## config.mk

```make
export PLATFORM = sky130hd
export DESIGN_NAME = core_dbus_arbiter
export DESIGN_NICKNAME = d
export VERILOG_FILES = /design/src/rtl/core_dbus_arbiter.sv
export SDC_FILE = /design/constraint.sdc
export NUM_CORES = 1
export LEC_CHECK = 0
export BUFFER_PORTS_ARGS = -buffer_cell sky130_fd_sc_hd__buf_2
export CELL_PAD_IN_SITES_DETAIL_PLACEMENT = 0
export CELL_PAD_IN_SITES_GLOBAL_PLACEMENT = 2
export CORE_ASPECT_RATIO = 0.6
export CORE_UTILIZATION = 24
export CTS_BUF_LIST = sky130_fd_sc_hd__clkbuf_16
export CTS_CLUSTER_DIAMETER = 150
export DETAILED_ROUTE_END_ITERATION = 12
export PLACE_DENSITY_LB_ADDON = 0.05
export SYNTH_ARGS = -nofsm -noshare
export SYNTH_HDL_FRONTEND = slang
export SYNTH_SLANG_ARGS = --single-unit
```

## constraint.sdc

```tcl
create_clock -name clock -period 2.5 [get_ports clock]
set_clock_uncertainty 0.2 [all_clocks]
set_input_delay 0.375 -clock clock [delete_from_list [all_inputs] [get_ports clock]]
set_output_delay 0.375 -clock clock [all_outputs]
set_load 0.005 [all_outputs]
```

## src/rtl/core_dbus_arbiter.sv

```systemverilog
// core_dbus_arbiter: N-requester data-port arbiter. It lets several cores or
// DMA engines share one peripheral target, using round-robin or fixed-priority
// arbitration. A watchdog ends a stalled access with an error response.
module core_dbus_arbiter #(
    parameter int                NUM_MASTERS = 2,
    parameter int                ADDR_W      = 64,
    parameter int                DATA_W      = 64,
    parameter int                STORE_W     = 2,
    parameter int                RR_MODE     = 1,
    parameter int                TIMEOUT     = 255,
    parameter logic [DATA_W-1:0] ERR_DATA    = 64'hDEAD_BEEF_DEAD_BEEF
) (
    input  logic                                                 clock,
    input  logic                                                 reset,
    input  logic [NUM_MASTERS-1:0]                               m_valid,
    input  logic [NUM_MASTERS*ADDR_W-1:0]                        m_addr,
    input  logic [NUM_MASTERS*DATA_W-1:0]                        m_wdata,
    input  logic [NUM_MASTERS*STORE_W-1:0]                       m_store_type,
    output logic [NUM_MASTERS-1:0]                               m_ready,
    output logic [NUM_MASTERS-1:0]                               m_err,
    output logic [DATA_W-1:0]                                    m_rdata,
    output logic [ADDR_W-1:0]                                    s_addr,
    output logic [DATA_W-1:0]                                    s_wdata,
    output logic [STORE_W-1:0]                                   s_store_type,
    output logic                                                 s_valid,
    input  logic                                                 s_ready,
    input  logic [DATA_W-1:0]                                    s_rdata,
    output logic [((NUM_MASTERS > 1) ? $clog2(NUM_MASTERS) : 1)-1:0] grant_id,
    output logic                                                 busy
);

    localparam int GID_W = (NUM_MASTERS > 1) ? $clog2(NUM_MASTERS) : 1;
    localparam int CNT_W = (TIMEOUT > 0) ? $clog2(TIMEOUT + 1) : 1;
    localparam logic [NUM_MASTERS-1:0] ONE = NUM_MASTERS'(1);

    typedef enum logic [1:0] {
        IDLE = 2'd0,
        REQ  = 2'd1,
        RESP = 2'd2
    } state_t;

    state_t             state;
    state_t             state_next;
    logic [GID_W-1:0]   ptr;
    logic [GID_W-1:0]   win;
    logic [CNT_W-1:0]   cnt;
    logic               err_flag;
    logic               timeout_hit;
    int                 idx;
    logic               found;

    // Winner selection: scan upward from the pointer (round-robin) or from 0 (fixed).
    always_comb begin
        win   = '0;
        found = 1'b0;
        idx   = 0;
        for (int k = 0; k < NUM_MASTERS; k++) begin
            idx = (RR_MODE != 0) ? ((int'(ptr) + k) % NUM_MASTERS) : k;
            if (!found && m_valid[GID_W'(idx)]) begin
                found = 1'b1;
                win   = GID_W'(idx);
            end
        end
    end

    // Watchdog fires only when enabled and the wait counter has reached its limit.
    always_comb begin
        timeout_hit = (TIMEOUT != 0) && (cnt == CNT_W'(TIMEOUT));
    end

    // State register; reset abandons any transaction in flight.
    always_ff @(posedge clock) begin
        if (!reset) begin
            state <= IDLE;
        end else begin
            state <= state_next;
        end
    end

    // Next-state logic: one request in flight, RESP lasts exactly one cycle.
    always_comb begin
        state_next = state;
        case (state)
            IDLE:    if (|m_valid) state_next = REQ;
            REQ:     if (s_ready || timeout_hit) state_next = RESP;
            RESP:    state_next = IDLE;
            default: state_next = IDLE;
        endcase
    end

    // Latch the winner's request, capture the response, and advance the pointer.
    always_ff @(posedge clock) begin
        if (!reset) begin
            s_addr       <= '0;
            s_wdata      <= '0;
            s_store_type <= '0;
            grant_id     <= '0;
            m_rdata      <= '0;
            err_flag     <= 1'b0;
            cnt          <= '0;
            ptr          <= '0;
        end else begin
            case (state)
                IDLE: begin
                    if (|m_valid) begin
                        s_addr       <= m_addr[win*ADDR_W +: ADDR_W];
                        s_wdata      <= m_wdata[win*DATA_W +: DATA_W];
                        s_store_type <= m_store_type[win*STORE_W +: STORE_W];
                        grant_id     <= win;
                        cnt          <= '0;
                    end
                end
                REQ: begin
                    // A target response in the timeout cycle takes precedence.
                    if (s_ready) begin
                        m_rdata  <= s_rdata;
                        err_flag <= 1'b0;
                    end else if (timeout_hit) begin
                        m_rdata  <= ERR_DATA;
                        err_flag <= 1'b1;
                    end else if (TIMEOUT != 0) begin
                        cnt <= cnt + 1'b1;
                    end
                end
                RESP: begin
                    ptr <= GID_W'((int'(grant_id) + 1) % NUM_MASTERS);
                end
                default: ;
            endcase
        end
    end

    // Handshake outputs decoded from state; completion is one-hot on the grantee.
    always_comb begin
        s_valid = (state == REQ);
        busy    = (state != IDLE);
        m_ready = (state == RESP) ? (ONE << grant_id) : '0;
        m_err   = ((state == RESP) && err_flag) ? (ONE << grant_id) : '0;
    end

endmodule

```

==> results of run 1 <==
==> worst register-to-register path, cell delays in order, from the launching register on <==
cell and delay [ns]:
dfxtp_1 0.36, nor2_2 0.26, o21a_4 0.30, buf_4 0.16
buf_12 0.19, nand3_1 0.11, dlygate4sd3_1 0.58, o211a_1 0.12
==> cells by family (layout without fill, tap and decap cells) <==
group                      Yosys count  after routing  share of synthesized area, %
buffers and inverters              118            799                          5.46
adders and majority gates            1              1                         0.136
other                                0              5                             0
DFF                                207            207                          45.1
and+or+nand+nor                    477            477                          25.3
AOI/OAI and AO/OA                  234            235                          24.0
==> repair_timing <==
action	4_1_cts	5_1_grt
endpoints found under the hold margin	189	0
endpoints found under the setup margin	0	11
hold buffers	203	0
gates resized for setup	0	3
buffers inserted	0	3
==> worst max path at each step <==
stage / start / cells past startpoint / end
after floorplan: cnt[0] / 6 / cnt[0]
after global placement: cnt[0] / 6 / m_rdata[32]
after detailed placement: cnt[0] / 6 / m_rdata[19]
after CTS: state[1] / 4 / s_valid
after global routing: state[1] / 4 / s_valid
final: state[1] / 4 / s_valid
==> stage by stage <==
| step | worst slack [ns] | total power [mW] | cells |
|---|---|---|---|
| after floorplan | 0.636 | 4.63 | 1037 |
| after global placement | 0.428 | 5.50 | 1985 |
| after detailed placement | 0.403 | 5.51 | 1985 |
| after CTS | 0.0107 | 9.24 | 2228 |
| after global routing | -0.0642 | 9.57 | 2236 |
| final | 0.0506 | 9.06 | 2237 |
==> power breakdown <==
part           internal [mW]  total [mW]  switching (mW)
logic                   1.01        1.94           0.931
clock network           1.89        3.35            1.46
registers               3.61        3.77           0.155
total                   6.52        9.06            2.55
==> cell usage in the layout, fill, tap and decap left out, drive strengths merged, types with 2 or more instances in the layout <==
master | netlist | layout
and3 | 6 | 6
diode | 0 | 5
nor3b | 3 | 3
buf | 42 | 554
a21boi | 17 | 17
o221a | 21 | 21
nand2b | 2 | 2
nand3b | 28 | 28
nor2 | 7 | 7
o21a | 2 | 3
nand3 | 262 | 262
and4 | 2 | 2
clkinv | 0 | 10
o21ai | 21 | 21
inv | 2 | 6
dfxtp | 207 | 207
o211a | 158 | 158
dlygate4sd3 | 0 | 203
and2 | 5 | 5
nor2b | 4 | 4
a21oi | 7 | 7
clkbuf | 74 | 25
a31oi | 2 | 2
nand2 | 155 | 155
==> synth_stat cells (all sizes together), types with 2 or more instances <==
cell type	n	area share, %
and3	6	0.48
nor2	7	0.31
buf	42	2.4
inv	2	0.082
a31oi	2	0.14
nand3	262	14
nor3b	3	0.25
clkbuf	74	3.0
o21ai	21	1.1
nand3b	28	2.3
a21boi	17	1.4
o221a	21	2.6
and2	5	0.35
nor2b	4	0.27
a21oi	7	0.50
nand2b	2	0.22
o211a	158	17
dfxtp	207	45
nand2	155	6.3
and4	2	0.23
o21a	2	0.16
==> routing by layer <==
layer	GRT usage, %	vias up	share of wire [%]
li1	-	5141	-
met1	25.2	5040	44
met2	33.6	261	47
met3	5.72	56	6.8
met4	4.62	10	1.9
met5	0	-	0.17
==> registers in the layout (all words and copies together) (netlist names) <==
register      cells
err_flag          1
s_store_type      2
grant_id          1
cnt               8
ptr               1
s_wdata          64
state             2
m_rdata          64
s_addr           64
==> layout make-up <==
cell class	count	area (sq um)	area share (%)
multi-input cells	713	4580	30.2
flip-flops and latches	207	4150	27.4
diodes	5	12.5	0.0827
well taps	513	642	4.24
clock buffers	25	626	4.13
repair buffers	757	5030	33.3
clock inverters	15	90.1	0.595
inverters	2	7.51	0.0496
==> insert_results.sql, run 1 <==
INSERT INTO impl_metrics (metric_group, metric, value, unit) VALUES
('final_layout', 'final_util', '40.1', '%'),
('grt', 'maximum_number_of_pins_on_one_net_before_global_route_repair', '132', ''),
('setup_path', 'setup.worst_path.end_class', 'output pin', ''),
('final_layout', 'post_route_cells_drive_above_1_share', '36.5', '%'),
('detailed_routing', 'via_count', '10500', ''),
('placed_design', 'place.detailed.hpwl', '27.6', 'mm'),
('setup_path', 'critPathBufInv', '3', ''),
('timing', 'holdWs', '0.0339', 'ns'),
('floorplanning', 'initial_utilization', '24.4', '%'),
('floorplanning', 'coreArea', '0.0377', 'sq mm'),
('placed_design', 'place_area', '0.0123', 'sq mm'),
('timing', 'timing.final.max_slew_violations', '0', ''),
('detailed_routing', 'wl_per_cell', '18.4', 'um'),
('worst_hold_path', 'min_from', 'm_addr[75]', ''),
('setup_path', 'rr_startpoint', 'state[1]', ''),
('grt', 'antenna_violations_before_repair', '10', ''),
('setup_path', 'max_stage_delay', '0.42', 'ns'),
('setup_path', 'cp_top_family', 'buffers and inverters', ''),
('setup_path', 'ff2ff_setup_slack', '0.10', 'ns'),
('final_layout', 'final.fill_count', '4075', ''),
('grt', 'grt_first_pass_wirelength', '61.9', 'mm'),
('floorplanning', 'rows', '55', ''),
('grt', 'grt_pass1_vias', '10600', ''),
('timing', 'finalSetupViolations', '0', ''),
('detailed_routing', 'dr.first_iter.drc_count', '673', ''),
('clock_network', 'clkLatencyLatePin', '0.52', 'ns'),
('timing', 'period_needed', '2.45', 'ns'),
('detailed_routing', 'drt_first_pass_iters', '7', ''),
('timing', 'rsz0062_at_grt', 'yes', ''),
('synth', 'yosys_reg_bits', '207', ''),
('synth', 'async_flop_share', '0', '%'),
('clock_network', 'number_of_clock_sinks', '207', ''),
('final_layout', 'syn2layout_area_growth', '64.7', '%'),
('timing', 'setup-tns-final', '0', 'ns'),
('setup_path', 'critical_path.startpoint_type', 'register', ''),
('worst_hold_path', 'hp-class', 'input pin to register', ''),
('setup_path', 'crit_required', '1.92', 'ns'),
('timing', 'layout_worst_path_cycle_share', '98.0', '%'),
('floorplanning', 'io_pins', '530', ''),
('synth', 'syn-mean-instance-area', '8.86', 'sq um'),
('floorplanning', 'die_y', '154', 'um'),
('setup_path', 'cp_slowest_cell', 'dfxtp_1', ''),
('timing', 'endpoints_failing_hold', '0', ''),
('detailed_routing', 'antenna_violating_nets_post_route', '0', ''),
('worst_hold_path', 'hold_path_depth', '4', ''),
('synth', 'post_synth_instance_area', '0.00919', 'sq mm'),
('synth', 'synthCells', '1037', ''),
('setup_path', 'worst_r2r_path_depth', '7', ''),
('worst_hold_path', 'timing.hold.worst_endpoint', 's_addr[11]', ''),
('pwr', 'powerDensity', '599', 'mW/mm^2'),
('floorplanning', 'die_width', '255', 'um'),
('synth', 'synth_nets', '1367', ''),
('synth', 'number_of_synthesized_flops_with_an_enable_pin', '0', ''),
('setup_path', 'timing_worst_setup_path_type', 'register to output pin', ''),
('grt', 'overall_fraction_of_global_route_tracks_in_use', '20.0', '%'),
('setup_path', 'timing.critical_path.cells', 'nand2b_4, inv_2, buf_4, buf_2', ''),
('run_status', 'outcome', 'finished clean', ''),
('placed_design', 'gp_congestion', '0.794', ''),
('setup_path', 'worst_ep_arrival_time', '1.87', 'ns'),
('pwr', 'power.static_leakage', '8.36', 'nW'),
('setup_path', 'r2r_end', 's_wdata[49]', ''),
('flow_run', 'timing.max_cap.violations', '0', ''),
('synth', 'synth_seq_area_share', '45.1', '%'),
('pwr', 'ir_drop', '399', 'uV'),
('placed_design', 'io_buffer_count', '529', ''),
('clock_network', 'tritoncts.num_buffers', '24', ''),
('timing', 'max_freq', '0.408', 'GHz'),
('clock_network', 'clockRootBuffer', 'clkbuf_16', ''),
('timing', 'worst_slew_pin_slew', '0.756', 'ns'),
('setup_path', 'cp_max_fo', '25', ''),
('synth', 'post_synthesis_cell_type_count', '43', ''),
('floorplanning', 'die_area', '0.0391', 'sq mm'),
('clock_network', 'worst_setup_hold_path_clk_slew', '0.06', 'ns'),
('detailed_routing', 'route.detailed.vias_per_inst', '4.70', ''),
('detailed_routing', 'post_detailed_routing_wire_length', '41.2', 'mm'),
('clock_network', 'tritoncts', 'built', ''),
('clock_network', 'clk_path_buf_depth', '3', ''),
('synth', 'synthesis.yosys.warnings', '0', ''),
('final_layout', 'finalNetCount', '2035', ''),
('synth', 'postSynth.topFlopCell', 'dfxtp_1', ''),
('grt', 'grt_overflow', '0', ''),
('clock_network', 'h_tree_level_count', '1', ''),
('final_layout', 'postLayoutCellArea', '0.0151', 'sq mm'),
('timing', 'timing.slew.headroom', '49.6', '%'),
('detailed_routing', 'drt_drc', '0', '');
No activity file was read; power rests on OpenSTA's default activity.
==> inputs of run 2 (changes only) <==
--- a/config.mk
+++ b/config.mk
@@ -9,10 +9,11 @@
 export CELL_PAD_IN_SITES_DETAIL_PLACEMENT = 0
 export CELL_PAD_IN_SITES_GLOBAL_PLACEMENT = 2
 export CORE_ASPECT_RATIO = 0.6
-export CORE_UTILIZATION = 24
+export CORE_UTILIZATION = 21
 export CTS_BUF_LIST = sky130_fd_sc_hd__clkbuf_16
 export CTS_CLUSTER_DIAMETER = 150
 export DETAILED_ROUTE_END_ITERATION = 12
+export GPL_TIMING_DRIVEN = 0
 export PLACE_DENSITY_LB_ADDON = 0.05
 export SYNTH_ARGS = -nofsm -noshare
 export SYNTH_HDL_FRONTEND = slang
==> constraint.sdc (replaced) <==
create_clock -name clock -period 2.2 [get_ports clock]
set_clock_uncertainty 0.2 [all_clocks]
set_input_delay 0.33 -clock clock [delete_from_list [all_inputs] [get_ports clock]]
set_output_delay 0.33 -clock clock [all_outputs]
set_load 0.005 [all_outputs]
==> insert_results.sql, run 2 (synthesis gave the netlist of run 1 again) <==
INSERT INTO impl_metrics (metric_group, metric, value, unit) VALUES
('pwr', 'ir_drop', '424', 'uV'),
('detailed_routing', 'dr.first_iter.drc_count', '530', ''),
('timing', 'max_freq', '0.477', 'GHz'),
('clock_network', 'clk_path_buf_depth', '3', ''),
('setup_path', 'setup.worst_path.end_class', 'register', ''),
('final_layout', 'largest_regs', 'm_rdata x64, s_addr x64, s_wdata x64', ''),
('final_layout', 'post_route_cells_drive_above_1_share', '33.9', '%'),
('worst_hold_path', 'hp-class', 'input pin to register', ''),
('grt', 'antenna_violations_before_repair', '0', ''),
('setup_path', 'ff2ff_setup_slack', '0.11', 'ns'),
('detailed_routing', 'antenna_violating_nets_post_route', '0', ''),
('timing', 'timing.slew.headroom', '44.6', '%'),
('setup_path', 'worst_ep_arrival_time', '2.37', 'ns'),
('placed_design', 'io_buffer_count', '527', ''),
('pwr', 'power.static_leakage', '8.99', 'nW'),
('timing', 'layout_worst_path_cycle_share', '95.2', '%'),
('setup_path', 'cp_top_family', 'buffers and inverters', ''),
('setup_path', 'timing.critical_path.mode_cell', 'nand3_1', ''),
('pwr', 'powerDensity', '651', 'mW/mm^2'),
('clock_network', 'tritoncts.num_buffers', '25', ''),
('floorplanning', 'io_pins', '530', ''),
('timing', 'worst_slack', '0.105', 'ns'),
('grt', 'grt_pass1_vias', '11500', ''),
('detailed_routing', 'wl_per_cell', '18.7', 'um'),
('placed_design', 'gp_congestion', '0.800', ''),
('setup_path', 'crit_required', '2.48', 'ns'),
('grt', 'maximum_number_of_pins_on_one_net_before_global_route_repair', '19', ''),
('detailed_routing', 'drt_drc', '0', ''),
('detailed_routing', 'routed.top_layer', 'met4', ''),
('flow_run', 'timing.max_cap.violations', '0', ''),
('clock_network', 'worst_setup_hold_path_clk_slew', '0.06', 'ns'),
('detailed_routing', 'post_detailed_routing_wire_length', '46.7', 'mm'),
('floorplanning', 'die_y', '164', 'um'),
('setup_path', 'cp_slowest_cell', 'dfxtp_1', ''),
('detailed_routing', 'via_count', '11300', ''),
('floorplanning', 'die_width', '272', 'um'),
('setup_path', 'timing.critical_path.cells', 'buf_2, clkbuf_1, nand3_1, nand3_1, o211a_1', ''),
('floorplanning', 'rows', '58', ''),
('timing', 'period_needed', '2.09', 'ns'),
('setup_path', 'critPathBufInv', '2', ''),
('detailed_routing', 'wl_met3', '2.26', 'mm'),
('clock_network', 'tritoncts', 'built', ''),
('final_layout', 'finalNetCount', '2239', ''),
('clock_network', 'clockRootBuffer', 'clkbuf_16', ''),
('final_layout', 'most-common-layout-cells', '555 x buf_2, 318 x dlygate4sd3_1, 262 x nand3_1', ''),
('clock_network', 'h_tree_level_count', '1', ''),
('grt', 'grt_first_pass_wirelength', '68.8', 'mm'),
('grt', 'grt_overflow', '0', ''),
('pwr', 'fin_total_pwr', '10.8', 'mW'),
('run_status', 'outcome', 'finished clean', ''),
('detailed_routing', 'met2_wirelength', '21.5', 'mm'),
('timing', 'timing.final.max_slew_violations', '0', ''),
('grt', 'overall_fraction_of_global_route_tracks_in_use', '19.9', '%'),
('timing', 'endpoints_failing_hold', '0', ''),
('clock_network', 'number_of_clock_sinks', '207', ''),
('placed_design', 'place_inst', '2134', ''),
('timing', 'worst_slew_pin_slew', '0.831', 'ns'),
('final_layout', 'most_common_cell_after_layout_fill_and_taps_aside', 'buf_2', ''),
('setup_path', 'max_stage_delay', '0.52', 'ns'),
('clock_network', 'clkLatencyLatePin', '0.54', 'ns'),
('placed_design', 'place.detailed.hpwl', '35.0', 'mm'),
('final_layout', 'syn2layout_area_growth', '80.2', '%'),
('setup_path', 'critical_path.startpoint_type', 'register', ''),
('detailed_routing', 'route.detailed.vias_per_inst', '4.52', ''),
('floorplanning', 'initial_utilization', '21.6', '%'),
('setup_path', 'cp_max_fo', '10', ''),
('placed_design', 'dpl_worst_slack', '-0.125', 'ns'),
('final_layout', 'diodes', '0', ''),
('detailed_routing', 'drt_first_pass_iters', '5', ''),
('final_layout', 'final-instance-count-excl-fill', '2498', ''),
('timing', 'finalSetupViolations', '0', ''),
('timing', 'rsz0062_at_grt', 'yes', ''),
('setup_path', 'timing_worst_setup_path_type', 'register to register', ''),
('floorplanning', 'die_area', '0.0446', 'sq mm'),
('detailed_routing', 'm1WireLength', '21.7', 'mm'),
('timing', 'setup-tns-final', '0', 'ns'),
('floorplanning', 'coreArea', '0.0425', 'sq mm');
run 2: per-stage QoR:
stage | area (sq um) | utilization [%] | hold slack [ns]
2_1_floorplan | 9190 | - | 0.257
3_3_place_gp | 12500 | 29.5 | 0.263
3_5_place_dp | 12500 | 29.5 | 0.272
4_1_cts | 16500 | 38.8 | 0.00277
5_1_grt | 16600 | 38.9 | 0.0311
6_report | 16600 | 38.9 | 0.0230
run 2: power by group:
| part | switching [mW] | internal, mW |
|---|---|---|
| logic | 1.19 | 1.26 |
| registers | 0.175 | 4.10 |
| clock network | 1.76 | 2.29 |
run 2: what timing repair did:
item | CTS | global route
setup buffers | 0 | 2
hold endpoints to repair | 194 | 0
gates cloned | 0 | 0
setup endpoints to repair | 91 | 128
resized for setup | 3 | 34
pin swaps | 0 | 1
hold buffers | 318 | 0
run 2: per-layer routing:
metal  up-vias  track usage, %
met4         0            5.36
met5         -               0
met1      5384            26.9
met2       301            32.2
li1       5551               -
met3        59            3.96
run 2: worst register-to-register path, cell delays in order (launching register included):
cell and delay (ns):
dfxtp_1 0.52, buf_2 0.45, clkbuf_1 0.45, nand3_1 0.14
nand3_1 0.13, o211a_1 0.14
run 2: worst paths after layout:
kind,endpoint,cells past startpoint,startpoint
worst max-delay path,s_addr[31],5,ptr
worst min-delay path,s_addr[36],4,m_addr[100]
worst max register to register,s_addr[31],5,ptr
worst min register to register,m_rdata[17],2,m_rdata[17]
run 2: cell type report:
type,instances,area (sq um)
well taps,570,713
clock inverters,21,148
plain buffers,114,526
inverters,2,7.51
repair buffers,847,5850
multi-input cells,712,4550
clock buffers,25,626
flip-flops and latches,207,4140
fillers,4566,26000
